<file path="config.mk">
export PLATFORM = sky130hd
export DESIGN_NAME = line_clear_ctrl
export DESIGN_NICKNAME = d
export VERILOG_FILES = /design/src/rtl/line_clear_ctrl.sv
export SDC_FILE = /design/constraint.sdc
export NUM_CORES = 1
export LEC_CHECK = 0
export ABC_AREA = 1
export ABC_CLOCK_PERIOD_IN_PS = 2350
export BUFFER_PORTS_ARGS = -buffer_cell sky130_fd_sc_hd__buf_2
export CAP_MARGIN = 15
export CORE_MARGIN = 2
export CORE_UTILIZATION = 49
export CTS_BUF_LIST = sky130_fd_sc_hd__clkbuf_8
export DETAILED_ROUTE_END_ITERATION = 10
export PLACE_DENSITY = 0.86
export SLEW_MARGIN = 10
export SYNTH_ARGS = -nofsm -noshare
export SYNTH_HDL_FRONTEND = slang
export SYNTH_SLANG_ARGS = --single-unit
</file>
<file path="constraint.sdc">
create_clock -name Clk -period 2.35 [get_ports Clk]
set_input_delay 0.235 -clock Clk [delete_from_list [all_inputs] [get_ports Clk]]
set_output_delay 0.235 -clock Clk [all_outputs]
set_load 0.02 [all_outputs]
</file>
<file path="src/rtl/line_clear_ctrl.sv">
// Line-clear sequencer: scans the board for full rows, flashes them, compacts the
// surviving rows downward and back-fills the top with empty rows.
//
// state     | meaning
// ----------+--------------------------------------------------------------
// S_IDLE    | waiting for start
// S_SCAN    | read rows 0..Y_SIZE-1, capture full-row mask one cycle later
// S_FLASH   | present full_mask to the display for FLASH_CYCLES clocks
// S_COMPACT | walk src bottom-up, copy surviving rows to dst (+1 drain cycle)
// S_FILL    | write EMPTY to rows dst..0
// S_DONE    | one-cycle done pulse, num_lines updated
module line_clear_ctrl #(
    parameter int X_SIZE       = 10,
    parameter int Y_SIZE       = 20,
    parameter int CW           = 3,
    parameter int FLASH_CYCLES = 16
) (
    input  logic                   Clk,
    input  logic                   Reset_n,
    input  logic                   start,
    output logic                   busy,
    output logic                   done,
    output logic [4:0]             num_lines,
    output logic [4:0]             rd_row,
    input  logic [X_SIZE*CW-1:0]   rd_data,
    output logic                   wr_en,
    output logic [4:0]             wr_row,
    output logic [X_SIZE*CW-1:0]   wr_data,
    output logic                   flash,
    output logic [Y_SIZE-1:0]      full_mask
);

    localparam int              TW     = (FLASH_CYCLES > 1) ? $clog2(FLASH_CYCLES) : 1;
    localparam logic [4:0]      Y_LAST = 5'(Y_SIZE - 1);
    localparam logic [4:0]      Y_END  = 5'(Y_SIZE);
    localparam logic [TW-1:0]   F_LOAD = TW'(FLASH_CYCLES - 1);

    typedef enum logic [2:0] {
        S_IDLE, S_SCAN, S_FLASH, S_COMPACT, S_FILL, S_DONE
    } state_t;

    state_t            state, state_nxt;
    logic [4:0]        cnt, cnt_nxt;
    logic [TW-1:0]     timer, timer_nxt;
    logic [Y_SIZE-1:0] mask, mask_nxt;
    logic [4:0]        count, count_nxt;
    logic [4:0]        dst, dst_nxt;
    logic              pend, pend_nxt;
    logic [4:0]        num_q, num_nxt;
    logic              row_full;
    logic [4:0]        cnt_m1;
    logic [4:0]        src;

    assign cnt_m1 = cnt - 5'd1;
    assign src    = Y_LAST - cnt;

    always_comb begin
        row_full = 1'b1;
        for (int c = 0; c < X_SIZE; c++) begin
            if (rd_data[c*CW +: CW] == '0) row_full = 1'b0;
        end
    end

    always_ff @(posedge Clk or negedge Reset_n) begin
        if (!Reset_n) begin
            state <= S_IDLE;
            cnt   <= '0;
            timer <= '0;
            mask  <= '0;
            count <= '0;
            dst   <= '0;
            pend  <= 1'b0;
            num_q <= '0;
        end else begin
            state <= state_nxt;
            cnt   <= cnt_nxt;
            timer <= timer_nxt;
            mask  <= mask_nxt;
            count <= count_nxt;
            dst   <= dst_nxt;
            pend  <= pend_nxt;
            num_q <= num_nxt;
        end
    end

    always_comb begin
        state_nxt = state;
        cnt_nxt   = cnt;
        timer_nxt = timer;
        mask_nxt  = mask;
        count_nxt = count;
        dst_nxt   = dst;
        pend_nxt  = 1'b0;
        num_nxt   = num_q;
        rd_row    = '0;
        wr_en     = 1'b0;
        wr_row    = '0;
        wr_data   = '0;
        unique case (state)
            S_IDLE: begin
                if (start) begin
                    state_nxt = S_SCAN;
                    cnt_nxt   = '0;
                    mask_nxt  = '0;
                    count_nxt = '0;
                end
            end
            S_SCAN: begin
                if (cnt < Y_END) rd_row = cnt;
                // data for row cnt-1 arrives this cycle
                if (cnt != '0 && row_full) begin
                    mask_nxt[cnt_m1] = 1'b1;
                    count_nxt        = count + 5'd1;
                end
                cnt_nxt = cnt + 5'd1;
                if (cnt == Y_END) begin
                    if (mask_nxt == '0) begin
                        state_nxt = S_DONE;
                        num_nxt   = '0;
                    end else begin
                        state_nxt = S_FLASH;
                        timer_nxt = F_LOAD;
                    end
                end
            end
            S_FLASH: begin
                if (timer == '0) begin
                    state_nxt = S_COMPACT;
                    cnt_nxt   = '0;
                    dst_nxt   = Y_LAST;
                end else begin
                    timer_nxt = timer - TW'(1);
                end
            end
            S_COMPACT: begin
                if (pend) begin
                    wr_en   = 1'b1;
                    wr_row  = dst;
                    wr_data = rd_data;
                    dst_nxt = dst - 5'd1;
                end
                if (cnt < Y_END && !mask[src]) begin
                    rd_row   = src;
                    pend_nxt = 1'b1;
                end
                cnt_nxt = cnt + 5'd1;
                if (cnt == Y_END) state_nxt = S_FILL;
            end
            S_FILL: begin
                wr_en  = 1'b1;
                wr_row = dst;
                // stop at row 0 so dst never wraps into a real row
                if (dst == '0) begin
                    state_nxt = S_DONE;
                    num_nxt   = count;
                end else begin
                    dst_nxt = dst - 5'd1;
                end
            end
            S_DONE: begin
                state_nxt = S_IDLE;
            end
            default: begin
                state_nxt = S_IDLE;
            end
        endcase
    end

    assign busy      = (state != S_IDLE);
    assign done      = (state == S_DONE);
    assign flash     = (state == S_FLASH);
    assign full_mask = flash ? mask : '0;
    assign num_lines = num_q;

endmodule

</file>
==> results by group <==
GRT
  • First-pass GRT wire length: 16,700 um
  • Vias in the first global route: 3,675
  • Tot GR Track Use: 24.4%
  • Largest net degree at the start of global routing: 49
  • Initial antenna violation count: 0
  • Grt total ovfl: 0

Clock network
  • CTS buffer count: 5
  • TritonCTS clock tree: yes
  • Clk_lat worst skew: 0.31 ns
  • H-tree depth: 2
  • Cts hold-fix bufs: 0
  • Clk sinks: 48
  • Clk buf depth: 2
  • CTS Root Cell: clkbuf_8
  • Clock transition at path regs: 0.10 ns

Timing
  • Relative slew slack: 58.3%
  • Fmax: 428 MHz
  • Layout Skew: 0.0102 ns
  • Pins Over Slew Limit: 0
  • Worst-margin pin slew: 0.626 ns
  • Final setup viols: 0
  • Setup WS post-layout: 0.0159 ns
  • Min cycle time layout: 2.33 ns
  • Fin crit share: 99.3%
  • Final hold vios: 0
  • RSZ-0062 raised after global routing: yes
  • Setup TNS: 0 ns

Power and ir drop
  • Power per cell area: 1320 nW/um^2
  • Lkg Pwr: 2.53 nW
  • Max VDD drop: 0.802 mV

Placement
  • Hpwl dp: 7370 um
  • Placed cell count: 733
  • DP Worst Slack: -0.0329 ns
  • Final GP Congestion: 0.939
  • Port Buffers: 101
  • Dpl cell area: 4300 sq um

Die
  • DIE WIDTH: 90.7 um
  • Die Area: 8230 sq um
  • Initial Util: 50.8%
  • Core Area: 7250 sq um
  • Die height: 90.7 um
  • Num rows: 31
  • I/O Pins: 102

Synth
  • Sequential area share after synthesis: 32.6%
  • Syn_nets: 580
  • Synth cell types: 42
  • Cells after Synth: 536
  • Seq cells post-synth: 48
  • XOR/XNOR Fraction of Synth Area: 0.713%
  • Synth Area in Compound Gates: 15.0%
  • Simple-Gate Fraction of Synth Area: 34.3%
  • Main combinational cell family by area after synthesis: simple AND/OR/NAND/NOR gates
  • YS warnings: 0
  • Mux cell area share after synthesis: 0.272%
  • Post-synthesis adder-cell area fraction: 3.74%
  • Synthesized area: 3680 sq um
  • Syn avg cell area: 6.87 sq um

Worst setup path
  • Crit. End Element: primary output
  • Bufs and invs on worst path: 2
  • Crit-path slowest cell: dfrtp_1
  • Crit-path max cell delay: 0.41 ns
  • Crit path max fanout: 19
  • Crit path kind: reg -> out
  • CP delay by family, top: simple AND/OR/NAND/NOR gates
  • CP required: 2.12 ns
  • Cell mode on critical path: nand2_1
  • Critical Path AT: 2.10 ns
  • CP Launch Type: flip-flop
  • Worst-path cell chain: buf_6 -> a21oi_1 -> o21ai_1 -> o21ai_1 -> a21oi_1 -> nand2_1 -> nand2_1 -> nand2_1 -> nand2_2 -> nor3_4 -> nand2_1 -> o21ai_0 -> buf_2

Cells and area
  • Layout area overhead: 24.4%
  • # fillers: 628
  • Multi-input combinational cell area: 2060 sq um
  • ANT cells: 0
  • Design area: 4580 sq um
  • Final Util: 63.2%
  • Most common cell after layout, fill and taps aside: buf_2
  • Register area: 1200 sq um
  • Layout cells sized above 1: 28.4%
  • Commonest cells after routing, fill and taps aside: 99 x buf_2, 94 x nor2_1, 90 x inv_1, 89 x nand2_1, 48 x dfrtp_1
  • Layout net count: 691
  • Final Non-Filler Cells: 747

Routing
  • Avg WL per Cell: 13.9 um
  • Vias per inst: 5.23
  • Met3 WL: 692 um
  • Met2 routed WL: 5330 um
  • Initial DRC Count: 252
  • Drt total wl: 10,400 um
  • # DRC: 0
  • Top sig layer: met4
  • DR vias: 3,910
  • WL met1: 4140 um
  • Antenna-violating nets left: 0
  • Pre-antenna DRT Iters: 7

Worst hold path
  • HP Class: in -> async

Flow run
  • Number of max-cap violations: 0

Status
  • Status: finished, final reports clean
state kept, by name (all words and copies together) (netlist names):
name,count
pend,1
state,3
count,5
mask,20
timer,4
cnt,5
num_lines,5
dst,5
cell families (layout without fill, tap and decap cells):
family	after synthesis	in the layout
XOR/XNOR	3	3
buffers and inverters	116	227
AND/OR/NAND/NOR	262	263
multiplexers	1	1
adder cells (fa/ha/maj)	11	11
flip-flops	48	48
AO/OA/AOI/OAI	95	95
layer usage:
layer	vias up	global-route usage, %
met1	1817	30.6
met3	29	3.42
met4	0	6.79
li1	1904	-
met5	-	0
met2	160	43.7
timing repair:
item | 4_1_cts | 5_1_grt
pin swaps | 1 | 7
endpoints found under the setup margin | 17 | 18
gates cloned | 0 | 2
gates resized for setup | 12 | 13
setup buffers | 2 | 2
hold endpoints to repair | 0 | 0
cell usage after synthesis, drive strengths merged:
cell,instances,area share (%)
a31oi,2,0.34
nor3,8,1.8
nand3,41,6.8
or2,1,0.17
a21oi,21,3.0
o22ai,1,0.17
o21ai,54,7.8
a22oi,8,1.6
o41ai,1,0.24
mux2i,1,0.27
dfrtp,48,33
clkbuf,10,1.3
o2111ai,1,0.24
nor2,103,12
xor2,3,0.71
buf,6,1.7
o21a,2,0.41
inv,100,10
ha,11,3.7
a2bb2oi,4,0.95
o21bai,1,0.20
nand2,104,13
nand4,2,0.75
nor3b,3,0.61
path summary, 6_finish.rpt:
kind	from	end	slack [ns]	cells after the start
min reg2reg	num_lines[3]$_DFFE_PN0P_	num_lines[3]$_DFFE_PN0P_	0.48	2
max reg2reg	cnt[0]$_DFFE_PN0P_	timer[1]$_DFFE_PN0P_	0.12	15
max	cnt[0]$_DFFE_PN0P_	rd_row[3]	0.02	13
min in group Clk	start	count[2]$_DFFE_PN0P_	0.27	4
max in group asynchronous	Reset_n	mask[2]$_DFFE_PN0P_	1.91	2
min	Reset_n	cnt[4]$_DFFE_PN0P_	0.009	2
where the power goes:
group | total, W | internal (W) | leakage [nW] | switching, W
combinational | 0.00396 | 0.00132 | 1.82 | 0.00264
sequential | 0.00125 | 0.00107 | 0.638 | 0.000182
clock | 0.000846 | 0.000532 | 0.0784 | 0.000313
area by class of cell:
cell class	count	share of cell area, %
inverter	100	8.35
clock inverter	3	1.97
timing repair buffer	119	14.4
multi-input combinational	373	44.9
clock buffer	5	1.50
sequential	48	26.2
tap	99	2.70
stage by stage:
| step | hold slack [ns] | total power (W) |
|---|---|---|
| 2_1_floorplan | -0.0606 | 0.00406 |
| 3_3_place_gp | 0.368 | 0.00472 |
| 3_5_place_dp | 0.377 | 0.00484 |
| 4_1_cts | 0.0362 | 0.00581 |
| 5_1_grt | 0.0772 | 0.00647 |
| 6_report | 0.00923 | 0.00606 |
Note: power is estimated with default switching activity, not from simulation.
